[src/rtl/riscv_path_mailbox_if.sv]
// CPU store/readback bus plus the path-node stream and status flags of the path mailbox.
// master = CPU/consumer side, slave = mailbox side.
interface riscv_path_mailbox_if #(
   parameter int unsigned DEPTH  = 16,
   parameter int unsigned NODE_W = 8
);
   localparam int unsigned IDX_W = $clog2(DEPTH) + 1;

   logic              MemWrite;
   logic [31:0]       DataAdr;
   logic [31:0]       WriteData;
   logic [31:0]       ReadData;
   logic              node_valid;
   logic              node_ready;
   logic [NODE_W-1:0] node_data;
   logic              node_last;
   logic [IDX_W-1:0]  index;
   logic              cpu_done;
   logic              overflow;

   modport master (
      output MemWrite, DataAdr, WriteData, node_ready,
      input  ReadData, node_valid, node_data, node_last, index, cpu_done, overflow
   );

   modport slave (
      input  MemWrite, DataAdr, WriteData, node_ready,
      output ReadData, node_valid, node_data, node_last, index, cpu_done, overflow
   );
endinterface

[src/rtl/riscv_path_mailbox.sv]
// Path mailbox: CPU pushes nodes then commits; nodes drain in order on a valid/ready stream.
// Stores take effect on the next edge; node_data holds while node_ready is low; ReadData is combinational.
module riscv_path_mailbox #(
   parameter int unsigned DEPTH    = 16,
   parameter int unsigned NODE_W   = 8,
   parameter logic [31:0] BASE_ADR = 32'h0200_0000
) (
   input  logic               adc_sck,
   input  logic               reset,
   input  logic               cpu_reset,
   riscv_path_mailbox_if.slave bus
);
   localparam int unsigned PTR_W = $clog2(DEPTH);
   localparam int unsigned IDX_W = PTR_W + 1;

   typedef enum logic [1:0] {
      ST_COLLECT = 2'd0,
      ST_DRAIN   = 2'd1,
      ST_FINISH  = 2'd2
   } state_t;

   state_t            state_q, state_d;
   logic [IDX_W-1:0]  index_q, index_d;
   logic [IDX_W-1:0]  rd_ptr_q, rd_ptr_d;
   logic              cpu_done_q, cpu_done_d;
   logic              overflow_q, overflow_d;
   logic [NODE_W-1:0] slot_q [DEPTH];

   logic push_we;
   logic done_we;
   logic clear_we;
   logic stat_sel;
   logic full;
   logic node_vld;
   logic at_last;
   logic xfer;
   logic slot_we;

   assign push_we  = bus.MemWrite && (bus.DataAdr == BASE_ADR);
   assign done_we  = bus.MemWrite && (bus.DataAdr == BASE_ADR + 32'd4);
   assign clear_we = bus.MemWrite && (bus.DataAdr == BASE_ADR + 32'd8);
   assign stat_sel = (bus.DataAdr == BASE_ADR + 32'd12);

   assign full     = (index_q == IDX_W'(DEPTH));
   assign node_vld = (state_q == ST_DRAIN);
   assign at_last  = (rd_ptr_q == index_q - IDX_W'(1));
   assign xfer     = node_vld && bus.node_ready;

   // cpu_reset wins over a same-cycle push, so the slot is not written either.
   assign slot_we  = push_we && (state_q == ST_COLLECT) && !full && !cpu_reset;

   assign bus.node_valid = node_vld;
   assign bus.node_last  = node_vld && at_last;
   assign bus.node_data  = slot_q[rd_ptr_q[PTR_W-1:0]];
   assign bus.index      = index_q;
   assign bus.cpu_done   = cpu_done_q;
   assign bus.overflow   = overflow_q;
   assign bus.ReadData   = stat_sel ? {overflow_q, cpu_done_q, state_q, 12'b0, 16'(index_q)} : 32'b0;

   always_comb begin
      state_d    = state_q;
      index_d    = index_q;
      rd_ptr_d   = rd_ptr_q;
      cpu_done_d = cpu_done_q;
      overflow_d = overflow_q;

      if (cpu_reset || clear_we) begin
         state_d    = ST_COLLECT;
         index_d    = '0;
         rd_ptr_d   = '0;
         cpu_done_d = 1'b0;
         overflow_d = 1'b0;
      end else begin
         case (state_q)
            ST_COLLECT: begin
               if (push_we) begin
                  if (full) begin
                     overflow_d = 1'b1;
                  end else begin
                     index_d = index_q + IDX_W'(1);
                  end
               end else if (done_we) begin
                  cpu_done_d = 1'b1;
                  rd_ptr_d   = '0;
                  state_d    = (index_q != '0) ? ST_DRAIN : ST_FINISH;
               end
            end
            ST_DRAIN: begin
               if (push_we || done_we) begin
                  overflow_d = 1'b1;
               end
               if (xfer) begin
                  rd_ptr_d = rd_ptr_q + IDX_W'(1);
                  if (at_last) begin
                     state_d = ST_FINISH;
                  end
               end
            end
            default: begin
               if (push_we || done_we) begin
                  overflow_d = 1'b1;
               end
            end
         endcase
      end
   end

   always_ff @(posedge adc_sck or posedge reset) begin
      if (reset) begin
         state_q    <= ST_COLLECT;
         index_q    <= '0;
         rd_ptr_q   <= '0;
         cpu_done_q <= 1'b0;
         overflow_q <= 1'b0;
      end else begin
         state_q    <= state_d;
         index_q    <= index_d;
         rd_ptr_q   <= rd_ptr_d;
         cpu_done_q <= cpu_done_d;
         overflow_q <= overflow_d;
      end
   end

   // Storage survives CLEAR/cpu_reset; only the hard reset zeroes it.
   always_ff @(posedge adc_sck or posedge reset) begin
      if (reset) begin
         for (int unsigned i = 0; i < DEPTH; i++) begin
            slot_q[i] <= '0;
         end
      end else if (slot_we) begin
         slot_q[index_q[PTR_W-1:0]] <= bus.WriteData[NODE_W-1:0];
      end
   end

   if (NODE_W < 32) begin : g_wd_unused
      logic unused_wd;
      assign unused_wd = ^bus.WriteData[31:NODE_W];
   end
endmodule
[src/flat_wrapper.sv]
// flat-port wrapper written by rule: the top's interface ports become plain ports
module riscv_path_mailbox_flat 
#(
   parameter int unsigned DEPTH    = 16,
   parameter int unsigned NODE_W   = 8,
   parameter logic [31:0] BASE_ADR = 32'h0200_0000
)
  (adc_sck, reset, cpu_reset, bus_MemWrite, bus_DataAdr, bus_WriteData, bus_node_ready, bus_ReadData, bus_node_valid, bus_node_data, bus_node_last, bus_index, bus_cpu_done, bus_overflow);
  riscv_path_mailbox_if #(.DEPTH(DEPTH), .NODE_W(NODE_W)) bus_i ();
  input  logic adc_sck;
  input  logic reset;
  input  logic cpu_reset;
  input wire logic [$bits(bus_i.MemWrite)-1:0] bus_MemWrite;
  input wire logic [$bits(bus_i.DataAdr)-1:0] bus_DataAdr;
  input wire logic [$bits(bus_i.WriteData)-1:0] bus_WriteData;
  input wire logic [$bits(bus_i.node_ready)-1:0] bus_node_ready;
  output wire logic [$bits(bus_i.ReadData)-1:0] bus_ReadData;
  output wire logic [$bits(bus_i.node_valid)-1:0] bus_node_valid;
  output wire logic [$bits(bus_i.node_data)-1:0] bus_node_data;
  output wire logic [$bits(bus_i.node_last)-1:0] bus_node_last;
  output wire logic [$bits(bus_i.index)-1:0] bus_index;
  output wire logic [$bits(bus_i.cpu_done)-1:0] bus_cpu_done;
  output wire logic [$bits(bus_i.overflow)-1:0] bus_overflow;
  assign bus_i.MemWrite = bus_MemWrite;
  assign bus_i.DataAdr = bus_DataAdr;
  assign bus_i.WriteData = bus_WriteData;
  assign bus_i.node_ready = bus_node_ready;
  assign bus_ReadData = bus_i.ReadData;
  assign bus_node_valid = bus_i.node_valid;
  assign bus_node_data = bus_i.node_data;
  assign bus_node_last = bus_i.node_last;
  assign bus_index = bus_i.index;
  assign bus_cpu_done = bus_i.cpu_done;
  assign bus_overflow = bus_i.overflow;
  riscv_path_mailbox #(.DEPTH(DEPTH), .NODE_W(NODE_W), .BASE_ADR(BASE_ADR)) u_core (.adc_sck(adc_sck), .reset(reset), .cpu_reset(cpu_reset), .bus(bus_i));
endmodule
[config.mk]
export PLATFORM = sky130hd
export DESIGN_NAME = riscv_path_mailbox_flat
export DESIGN_NICKNAME = d
export VERILOG_FILES = /design/src/rtl/riscv_path_mailbox_if.sv /design/src/rtl/riscv_path_mailbox.sv /design/src/flat_wrapper.sv
export SDC_FILE = /design/constraint.sdc
export NUM_CORES = 1
export LEC_CHECK = 0
export BUFFER_PORTS_ARGS = -buffer_cell sky130_fd_sc_hd__buf_4
export CORE_AREA = 3 3 97 136
export DETAILED_ROUTE_END_ITERATION = 10
export DIE_AREA = 0 0 100 139
export PLACE_DENSITY = 0.81
export RECOVER_POWER = 50
export SETUP_SLACK_MARGIN = 0.4
export SLEW_MARGIN = 20
export SYNTH_ARGS = -nofsm -noshare
export SYNTH_HDL_FRONTEND = slang
export SYNTH_SLANG_ARGS = --single-unit
[constraint.sdc]
create_clock -name adc_sck -period 6.3 [get_ports adc_sck]
set_input_delay 0 -clock adc_sck [delete_from_list [all_inputs] [get_ports adc_sck]]
set_output_delay 0 -clock adc_sck [all_outputs]
set_load 0.005 [all_outputs]
==> metrics.md, run 1 <==
| Metric | Value |
|---|---|
| Nets | `657` |
| Hold Slack | `36.8 ps` |
| TritonCTS Buffers | `17` |
| DR WL/cell | `22.1 um` |
| Unique masters post-synth | `48` |
| Die W | `100 um` |
| Worst setup path category | `register to primary output` |
| Port Buf Inserts | `70` |
| Final min period | `4300 ps` |
| Power Density | `238 nW/um2` |
| Max Cap Viol | `3` |
| Avg Cell Area, Syn | `14.2 um2` |
| Fin cells | `745` |
| First-pass GRT wire length | `26600 um` |
| # setup viols final | `0` |
| Final wirelength | `16400 um` |
| Max Fclk | `0.233 GHz` |
| Row count | `48` |
| Cell count after synthesis | `511` |
| Initial antenna violation count | `0` |
| CP Data Required Time | `6300 ps` |
| Failing checks | `capacitance limit, slew limit` |
| Clock-pin slew on the worst setup and hold paths | `70 ps` |
| Die area | `13900 um2` |
| Arr. time, crit path | `4290 ps` |
| Gpl congestion | `0.815` |
| Placed wire-length estimate | `10300 um` |
| Initial Util | `59.7%` |
| Ys async rst share | `100%` |
| Via count | `4548` |
| Placed cell count | `702` |
| Rel. slew slack | `-99.0%` |
| Synth Register Bits | `142` |
| Vias per inst | `6.10` |
| Num Clock Sinks | `142` |
| Area grow syn2layout | `17.0%` |
| Synthesis Warnings | `0` |
| Commonest non-fill, non-tap cells in the layout | `dfrtp_1, mux2_2, buf_4` |
| Least-Margin Pin Slew | `2980 ps` |
| Lkg Pwr | `4.12 nW` |
| Crit start category | `register` |
| # IOs | `118` |
| Drt first pass iters | `5` |
| Largest net degree at the start of global routing | `83` |
| Placeable Area | `12200 um2` |
| First-iteration detailed-routing DRC count | `322` |
| Clk buf depth | `2` |
| Root Buffer | `clkbuf_16` |
| Grt total ovfl | `0` |
| Clk Latency, worst-skew pair | `420 ps` |
| Post-synth EDFFs | `0` |
| CP max FO | `37` |
| Final hold vios | `0` |
| Antenna diodes | `0` |
| CTS tree | `done` |
| Chip height | `139 um` |
| Number of H-tree levels | `4` |
| Postcts setup bufs | `0` |
| Vias in the first global route | `4914` |
| Run status | `complete, but fails checks` |
| Post-route antenna net violation count | `0` |
| RSZ-0062 raised after global routing | `false` |
| Setup TNS | `0 ps` |
| Slew Viols, Final | `183` |
| Share of the yosys chip area belonging to registers | `48.8%` |
| DRC violations left | `0` |
| Synth Flop Type | `dfrtp_1` |
| Fillers | `796` |
| Worst clock skew | `10.6 ps` |
| Ratio of cells with drive above 1 in the final layout | `45.9%` |
| VDD IR max | `0.000206 V` |
| Hold Crit Class | `input pin to register` |
| Crit end category | `primary output` |
| Overall Global Routing Usage | `25.5%` |
| Fin crit share | `68.2%` |
| Most common cell after layout, fill and taps aside | `dfrtp_1` |
| Post-synthesis cell area | `7280 um2` |
==> flip-flops by register name (all words and copies together), names as in the netlist <==
register             cells
u_core.bus.cpu_done      1
u_core.bus.index         5
u_core.bus.overflow      1
u_core.rd_ptr_q          5
u_core.slot_q          128
u_core.state_q           2
==> per-stage QoR <==
stage               utilization [%]  power [mW]  setup WS, ps  cell area (um2)
floorplan                         -       0.969          2490             7360
global placement               63.9       0.991          3130             7790
detailed placement             63.9       0.994          2950             7790
CTS                            69.9        2.05          2900             8530
global route                   69.8        2.10          1510             8510
finish                         69.8        2.03          2010             8510
==> cells in the mapped netlist (2+ instances only) <==
cell | n | share of area, %
clkbuf_1 | 22 | 1.1
mux2i_1 | 2 | 0.28
nand3b_1 | 4 | 0.41
xnor2_1 | 5 | 0.60
mux2_2 | 105 | 16
xor2_1 | 3 | 0.36
and3_1 | 3 | 0.26
mux2_1 | 23 | 3.6
nor4_1 | 3 | 0.26
and2_1 | 10 | 0.86
a21oi_1 | 5 | 0.34
or3_1 | 4 | 0.34
nand3_4 | 5 | 1.2
inv_1 | 8 | 0.41
ha_1 | 6 | 1.0
nand3_1 | 8 | 0.55
buf_4 | 26 | 2.7
nand2b_1 | 4 | 0.34
nor2_1 | 17 | 0.88
a311oi_1 | 2 | 0.24
and2_0 | 2 | 0.17
nor4b_2 | 2 | 0.41
buf_2 | 5 | 0.34
o21ai_0 | 3 | 0.21
mux4_2 | 40 | 12
nand4_2 | 9 | 1.5
o31ai_1 | 3 | 0.31
nand2_1 | 9 | 0.46
nand4_1 | 2 | 0.17
buf_1 | 2 | 0.10
nor2b_1 | 6 | 0.52
dfrtp_1 | 142 | 49
nor4_2 | 3 | 0.52
nor3_1 | 4 | 0.28
==> path summary, 6_finish.rpt <==
kind | startpoint | endpoint | slack [ps] | depth (start not counted)
max | u_core.rd_ptr_q[0]$_DFFE_PP0P_ | bus_node_data[7] | 2010 | 4
min | bus_DataAdr[3] | u_core.bus.overflow$_DFFE_PP0P_ | 40 | 4
max reg2reg | u_core.rd_ptr_q[0]$_DFFE_PP0P_ | u_core.state_q[1]$_DFFE_PP0P_ | 2470 | 6
min reg2reg | u_core.slot_q[1]$_DFFE_PP0P_ | u_core.slot_q[1]$_DFFE_PP0P_ | 490 | 1
max in group asynchronous | reset | u_core.rd_ptr_q[0]$_DFFE_PP0P_ | 2460 | 4
min in group asynchronous | reset | u_core.slot_q[102]$_DFFE_PP0P_ | 860 | 3
==> area by class of cell <==
| type | count | area [um2] | share of cell area, % |
|---|---|---|---|
| multi-input cells | 327 | 3450 | 40.6 |
| repair buffers | 86 | 663 | 7.79 |
| flip-flops and latches | 142 | 3550 | 41.8 |
| clock inverters | 14 | 194 | 2.28 |
| well taps | 150 | 188 | 2.20 |
| inverters | 8 | 31.3 | 0.367 |
| clock buffers | 18 | 429 | 5.04 |
==> cell families after synthesis <==
kind of cell | after synthesis | synth area share, %
AO/OA/AOI/OAI | 21 | 2.05
buffers and inverters | 64 | 4.83
other | 1 | 0.0515
flip-flops | 142 | 48.8
AND/OR/NAND/NOR | 99 | 9.77
XOR/XNOR | 8 | 0.963
adder cells (fa/ha/maj) | 6 | 1.03
multiplexers | 170 | 32.5
==> routing by layer <==
metal / track usage [%] / routed length (um) / up-vias / part of all wire (%)
met5: 0 / 0 / - / 0
met4: 10.4 / 549 / 0 / 3.3
met3: 5.49 / 914 / 39 / 5.6
met2: 44.0 / 8860 / 156 / 54
met1: 31.0 / 6130 / 2364 / 37
li1: - / - / 1989 / -
==> where the power goes <==
part	internal (mW)	total [mW]	switching, mW
clock network	0.663	1.05	0.384
logic	0.0259	0.0695	0.0436
registers	0.912	0.912	0.000000000118
total	1.60	2.03	0.428
==> repair_timing <==
| item | in CTS | in global routing |
|---|---|---|
| hold endpoints to repair | 191 | 0 |
| hold buffers | 11 | 0 |
| resized for setup | 0 | 0 |
==> worst max-delay path, cell delays in order, from the launching register on <==
cell and delay [ps]:
dfrtp_2 340, clkbuf_1 2090, mux4_2 760, mux4_2 500
buf_4 150
No activity file was read; power rests on OpenSTA's default activity.
==> run 2, diff against run 1 <==
--- a/config.mk
+++ b/config.mk
@@ -6,10 +6,10 @@
 export NUM_CORES = 1
 export LEC_CHECK = 0
 export BUFFER_PORTS_ARGS = -buffer_cell sky130_fd_sc_hd__buf_4
-export CORE_AREA = 3 3 97 136
+export CORE_AREA = 3 3 100 140
 export DETAILED_ROUTE_END_ITERATION = 10
-export DIE_AREA = 0 0 100 139
-export PLACE_DENSITY = 0.81
+export DIE_AREA = 0 0 103 143
+export PLACE_DENSITY = 0.77
 export RECOVER_POWER = 50
 export SETUP_SLACK_MARGIN = 0.4
 export SLEW_MARGIN = 20
==> constraint.sdc (replaced) <==
create_clock -name adc_sck -period 4 [get_ports adc_sck]
set_input_delay 0 -clock adc_sck [delete_from_list [all_inputs] [get_ports adc_sck]]
set_output_delay 0 -clock adc_sck [all_outputs]
set_load 0.005 [all_outputs]
==> run 2 against run 1 <==
Net effect:
- via count shrank 0.42%
- the run still ends with capacitance limit, slew limit left
- largest power group unchanged
- count of clock-buffer cells in the layout grew 2
- combinational power up 61%
- power rose by 48%
- highest routed layer unchanged
==> metrics.md, run 2 (synthesis gave the netlist of run 1 again) <==
| Metric | Value |
|---|---|
| Reg with most FFs | `u_core.slot_q` |
| First-iteration detailed-routing DRC count | `308` |
| Final wirelength | `16500 um` |
| Max Cap Viol | `2` |
| Nets | `662` |
| Die area | `14700 um2` |
| Clk buf depth | `2` |
| Clk Latency, worst-skew pair | `410 ps` |
| Fin crit share | `79.1%` |
| # setup viols final | `0` |
| Gpl congestion | `0.777` |
| Lkg Pwr | `4.09 nW` |
| Root Buffer | `clkbuf_16` |
| Power Density | `355 nW/um2` |
| CTS tree | `done` |
| Final hold vios | `0` |
| Via count | `4529` |
| Max reg flops | `128` |
| Drt first pass iters | `4` |
| Setup ws final | `837 ps` |
| Fillers | `887` |
| Util after Layout | `65.9%` |
| Slew Viols, Final | `63` |
| Post-route cell area | `8480 um2` |
| Post-route antenna net violation count | `0` |
| Largest net degree at the start of global routing | `81` |
| Grt total ovfl | `0` |
| Number of H-tree levels | `4` |
| Port Buf Inserts | `70` |
| TritonCTS Buffers | `17` |
| # IOs | `118` |
| Pre-CTS setup slack | `1110 ps` |
| Fin cells | `753` |
| Vias per inst | `6.01` |
| Die W | `103 um` |
| Most common cell after layout, fill and taps aside | `dfrtp_1` |
| Hold Crit Class | `input pin to register` |
| Hold Slack | `34.0 ps` |
| Placeable Area | `12900 um2` |
| Postcts setup bufs | `0` |
| Total power draw | `3.01 mW` |
| Area of the multi-input gates | `3450 um2` |
| Max Fclk | `0.316 GHz` |
| Failing checks | `capacitance limit, slew limit` |
| Area after DPL | `7820 um2` |
| Placed wire-length estimate | `10700 um` |
| Antenna diodes | `0` |
| Hold buffers post-CTS | `12` |
| Worst setup path category | `register to primary output` |
| Chip height | `143 um` |
| Num Clock Sinks | `142` |
| Initial antenna violation count | `0` |
| First-pass GRT wire length | `25900 um` |
| Ratio of cells with drive above 1 in the final layout | `46.2%` |
| VDD IR max | `0.000282 V` |
| DR WL/cell | `21.9 um` |
| Rel. slew slack | `-2.47%` |
| Run status | `complete, but fails checks` |
| Row count | `49` |
| Setup TNS | `0 ps` |
| Clock-pin slew on the worst setup and hold paths | `60 ps` |
| RSZ-0062 raised after global routing | `false` |
| Least-Margin Pin Slew | `1540 ps` |
| Placed cell count | `708` |
| FF/Latch Area | `3550 um2` |
| Final min period | `3160 ps` |
| Initial Util | `56.5%` |
| Crit end category | `primary output` |
| Vias in the first global route | `4875` |
| Area grow syn2layout | `16.6%` |
| Crit start category | `register` |
| Overall Global Routing Usage | `23.7%` |
| CP max FO | `18` |
| Arr. time, crit path | `3160 ps` |
| CP Data Required Time | `4000 ps` |
| DRC violations left | `0` |
| Worst clock skew | `5.84 ps` |
| Commonest non-fill, non-tap cells in the layout | `dfrtp_1, mux2_2, buf_4` |
| Post-cts gate resize count | `0` |
## run 2: cell types whose count changed in the layout (fill, tap and decap cells not counted), sizes merged
cell and change:
dlygate4sd3 +1, buf +3, clkbuf +3, inv +1, clkinv -3, bufinv -4, clkinvlp +4
## run 2: path summary, 6_finish.rpt
path | slack [ps] | cells past startpoint | endpoint | from
max reg2reg | 1080 | 8 | u_core.slot_q[4]$_DFFE_PP0P_ | u_core.bus.index[0]$_DFFE_PP0P_
max in group asynchronous | 1570 | 5 | u_core.slot_q[11]$_DFFE_PP0P_ | reset
min | 30 | 5 | u_core.bus.cpu_done$_DFFE_PP0P_ | bus_DataAdr[2]
max | 840 | 4 | bus_node_data[3] | u_core.rd_ptr_q[1]$_DFFE_PP0P_
min reg2reg | 490 | 1 | u_core.slot_q[5]$_DFFE_PP0P_ | u_core.slot_q[5]$_DFFE_PP0P_
min in group asynchronous | 440 | 4 | u_core.slot_q[119]$_DFFE_PP0P_ | reset
## run 2: critical path, stage by stage (launching register included)
cell and delay [ps]:
dfrtp_1 710, clkbuf_1 930, mux4_2 450, mux4_2 500, buf_4 160
## run 2: final cells by class
class | instances | area share, %
repair buffers | 91 | 8.22
flip-flops and latches | 142 | 41.9
clock buffers | 20 | 5.50
inverters | 8 | 0.398
multi-input cells | 327 | 40.7
well taps | 153 | 2.26
clock inverters | 12 | 1.02
## run 2: power breakdown
part	total (mW)	internal, mW	switching (mW)
clock network	1.46	0.842	0.619
logic	0.112	0.0418	0.0702
registers	1.44	1.44	0.000000000187
total	3.01	2.32	0.689
## run 2: per-layer routing
| layer | up-vias | track usage (%) | share of wire [%] |
|---|---|---|---|
| met5 | - | 0 | 0 |
| met4 | 0 | 12.6 | 4.1 |
| met3 | 36 | 4.15 | 4.0 |
| met2 | 135 | 39.8 | 53 |
| met1 | 2361 | 29.0 | 39 |
| li1 | 1997 | - | - |
==> run 3, diff against run 2 <==
--- a/config.mk
+++ b/config.mk
@@ -5,11 +5,12 @@
 export SDC_FILE = /design/constraint.sdc
 export NUM_CORES = 1
 export LEC_CHECK = 0
+export ABC_AREA = 1
 export BUFFER_PORTS_ARGS = -buffer_cell sky130_fd_sc_hd__buf_4
-export CORE_AREA = 3 3 100 140
+export CORE_AREA = 3 3 107 151
 export DETAILED_ROUTE_END_ITERATION = 10
-export DIE_AREA = 0 0 103 143
-export PLACE_DENSITY = 0.77
+export DIE_AREA = 0 0 110 154
+export PLACE_DENSITY = 0.74
 export RECOVER_POWER = 50
 export SETUP_SLACK_MARGIN = 0.4
 export SLEW_MARGIN = 20
==> constraint.sdc (replaced) <==
create_clock -name adc_sck -period 2.7 [get_ports adc_sck]
set_input_delay 0 -clock adc_sck [delete_from_list [all_inputs] [get_ports adc_sck]]
set_output_delay 0 -clock adc_sck [all_outputs]
set_load 0.005 [all_outputs]
==> run 3 against run 2 <==
Net effect:
- the run still ends with capacitance limit, slew limit left
- synthesized area is 6.1% higher
- global-route usage is 3.0 points higher
- worst setup slack worse by 340 ps
- final area is 7.5% higher
- sequential cell count stayed put
- non-clock buffer count is 5 higher
- clock skew is 1.7 ps higher
- critical path depth is 4 higher
- first-iteration DRC count is 56% higher
- utilization is 4.8 points lower
- combinational power is 87% higher
- sequential power is 48% higher
- largest cell class is now multi-input gates
==> metrics.md, run 3 <==
| Metric | Value |
|---|---|
| Postcts setup bufs | `0` |
| Via count | `7048` |
| Hold Path End | `u_core.bus.cpu_done$_DFFE_PP0P_` |
| Avg Cell Area, Syn | `7.45 um2` |
| DR WL/cell | `16.7 um` |
| First-pass GRT wire length | `34900 um` |
| Fin crit share | `81.8%` |
| Synthesis Warnings | `0` |
| Die W | `110 um` |
| Crit start category | `register` |
| Largest family of logic cells by synthesized area | `simple AND/OR/NAND/NOR gates` |
| Met2 Resource Use GR | `44.3%` |
| Worst clock skew | `7.53 ps` |
| Area grow syn2layout | `18.1%` |
| Vias per inst | `5.38` |
| Arr. time, crit path | `2210 ps` |
| Power Density | `530 nW/um2` |
| CTS tree | `done` |
| Post-synth EDFFs | `0` |
| Root Buffer | `clkbuf_16` |
| Max Cap Viol | `1` |
| Synth Register Bits | `142` |
| Chip height | `154 um` |
| Lkg Pwr | `5.00 nW` |
| Worst path slowest cell | `dfrtp_1` |
| Ratio of cells with drive above 1 in the final layout | `15.4%` |
| Pre-CTS setup slack | `478 ps` |
| Post-Synth XOR/XNOR Area | `0.340%` |
| Gpl congestion | `0.860` |
| WHS Path Cells | `8` |
| Complex-gate fraction of the synthesized area | `9.46%` |
| Clock-pin slew on the worst setup and hold paths | `60 ps` |
| Final wirelength | `21900 um` |
| Clk buf depth | `2` |
| Simple-Gate Fraction of Synth Area | `36.6%` |
| Nets | `1181` |
| Rel. slew slack | `-7.12%` |
| Hold Crit Class | `input pin to register` |
| Yosys top cell area share | `46.0%` |
| Final min period | `2210 ps` |
| Min-delay src | `bus_DataAdr[0]` |
| Final hold vios | `0` |
| # IOs | `118` |
| Crit end category | `primary output` |
| Number of H-tree levels | `4` |
| CP Cell Sequence | `buf_4 -> inv_1 -> buf_12 -> o21ai_0 -> o22ai_1 -> o21ai_0 -> o22ai_1 -> buf_4` |
| Met3 usage | `4.37%` |
| Worst R2R Start | `u_core.bus.index[1]$_DFFE_PP0P_` |
| Post-synthesis cell area | `7720 um2` |
| Clk Latency, worst-skew pair | `420 ps` |
| Cell count after synthesis | `1037` |
| Unique masters post-synth | `35` |
| Initial Util | `51.7%` |
| Mux cell area share after synthesis | `0.389%` |
| Crit path largest cell delay | `410 ps` |
| Share of the yosys chip area belonging to registers | `46.0%` |
| Largest delay share family, worst path | `compound AO/OA/AOI/OAI gates` |
| Initial antenna violation count | `0` |
| CP Data Required Time | `2700 ps` |
| Max Fclk | `0.453 GHz` |
| Antenna diodes | `0` |
| Drt first pass iters | `5` |
| Grt total ovfl | `0` |
| TritonCTS Buffers | `17` |
| RSZ-0062 raised after global routing | `true` |
| Commonest non-fill, non-tap cells in the layout | `nand2_1, dfrtp_1, nor2_1` |
| R2R Setup Slk | `540 ps` |
| Most common cell after layout, fill and taps aside | `nand2_1` |
| Die area | `16900 um2` |
| Hold Slack | `68.5 ps` |
| Row count | `53` |
| Run status | `complete, but fails checks` |
| Failing checks | `capacitance limit, slew limit` |
| Least-Margin Pin Slew | `1600 ps` |
| Slew Viols, Final | `33` |
| Num Clock Sinks | `142` |
| Max reg flops | `128` |
| CP max FO | `30` |
| Gr busiest metal | `met2` |
| Setup ws final | `492 ps` |
| Synth Flop Type | `dfrtp_1` |
| Most frequent cell after synthesis | `nand2_1` |
| Met1 GRT Util | `33.3%` |
| VDD IR max | `0.000395 V` |
| Adder-Cell Fraction of Synth Area | `0.972%` |
| Overall Global Routing Usage | `26.8%` |
| Fillers | `1349` |
| Worst setup path category | `register to primary output` |
| Setup TNS | `0 ps` |
| Post-route antenna net violation count | `0` |
| Top post-synthesis cells by count | `nand2_1, dfrtp_1, nor2_1` |
| Largest area contributor in the netlist | `dfrtp_1` |
| # setup viols final | `0` |
| Ys async rst share | `100%` |
| Placeable Area | `14900 um2` |
| Vias in the first global route | `6863` |
| DRC violations left | `0` |
| Largest net degree at the start of global routing | `70` |
| R2R cell count | `10` |
| Synth area leaders | `dfrtp_1, nand2_1, nor2_1` |
| Reg with most FFs | `u_core.slot_q` |
| First-iteration detailed-routing DRC count | `481` |
| FF-to-FF End | `u_core.slot_q[62]$_DFFE_PP0P_` |
| Placed wire-length estimate | `14600 um` |
| CP Buf/Inv Count | `4` |
| Port Buf Inserts | `70` |
run 3: changes by cell type after synthesis, moves of 10 or more:
| cell | change |
|---|---|
| mux2_1 | -23 |
| mux4_2 | -40 |
| clkbuf_1 | +20 |
| nor2_1 | +101 |
| nand2_2 | +14 |
| o21ai_0 | +78 |
| nand2_1 | +449 |
| nor2_4 | +20 |
| inv_1 | +21 |
| and2_1 | -10 |
| o22ai_1 | +32 |
| mux2_2 | -105 |
run 3: worst reg2reg max path, stage by stage (launching register included):
cell,delay (ps)
dfrtp_1,440
inv_1,160
ha_2,250
nand3_1,130
nand2_2,100
nand3b_4,200
nor2_4,210
nand2_4,150
nor2_4,270
nand2_1,110
nand2_1,90
run 3: final cells by class:
class | count | area [um2] | share of cell area [%]
Clock inverter | 9 | 159 | 1.74
Sequential cell | 142 | 3550 | 39.0
Timing Repair Buffer | 96 | 785 | 8.60
Tap cell | 192 | 240 | 2.63
Clock buffer | 22 | 464 | 5.09
Inverter | 33 | 131 | 1.44
Multi-Input combinational cell | 816 | 3790 | 41.5
run 3: metal layers:
layer	wire, um	up-vias
met4	860	0
li1	-	3376
met1	8660	3331
met3	1550	52
met2	10800	289
met5	0	-
run 3: report_power, final:
part	total (mW)	internal, mW	switching [mW]
Clock	2.49	1.59	0.893
Sequential	2.13	2.13	0.00297
Combinational	0.209	0.0702	0.138
Total	4.83	3.80	1.03
run 3: cell families after synthesis:
group                      Yosys count
DFF                                142
and+or+nand+nor                    649
other                                1
muxes                                3
buffers and inverters              101
AOI/OAI and AO/OA                  132
xor gates and xnor gates             3
adders and majority gates            6
run 3: metrics by stage:
step	instance area, um2	std cells	power, mW	utilization, %
CTS	9130	1310	4.85	61.2
global route	9120	1310	4.96	61.1
floorplan	7810	1059	2.30	-
detailed placement	8380	1268	2.37	56.2
finish	9120	1310	4.83	61.1
global placement	8380	1268	2.37	56.2
run 3: how the worst max path moves through the flow:
| stage | start | to | slack, ps | cells after the start |
|---|---|---|---|---|
| final | u_core.rd_ptr_q[1]$_DFFE_PP0P_ | bus_node_data[0] | 490 | 8 |
| after detailed placement | u_core.bus.index[0]$_DFFE_PP0P_ | u_core.slot_q[29]$_DFFE_PP0P_ | 480 | 10 |
| after global routing | reset | u_core.slot_q[91]$_DFFE_PP0P_ | 270 | 4 |
| after global placement | u_core.bus.index[0]$_DFFE_PP0P_ | u_core.slot_q[85]$_DFFE_PP0P_ | 540 | 10 |
| after CTS | u_core.rd_ptr_q[1]$_DFFE_PP0P_ | bus_node_data[0] | 440 | 8 |
| after floorplan | u_core.bus.index[0]$_DFFE_PP0P_ | u_core.slot_q[10]$_DFFE_PP0P_ | 850 | 10 |
run 3: timing repair:
| action | CTS | global route |
|---|---|---|
| pin swaps | 0 | 2 |
| cloned | 0 | 0 |
| hold endpoints to repair | 161 | 0 |
| endpoints found under the setup margin | 8 | 114 |
| gates resized for setup | 5 | 10 |
| hold buffers | 11 | 0 |
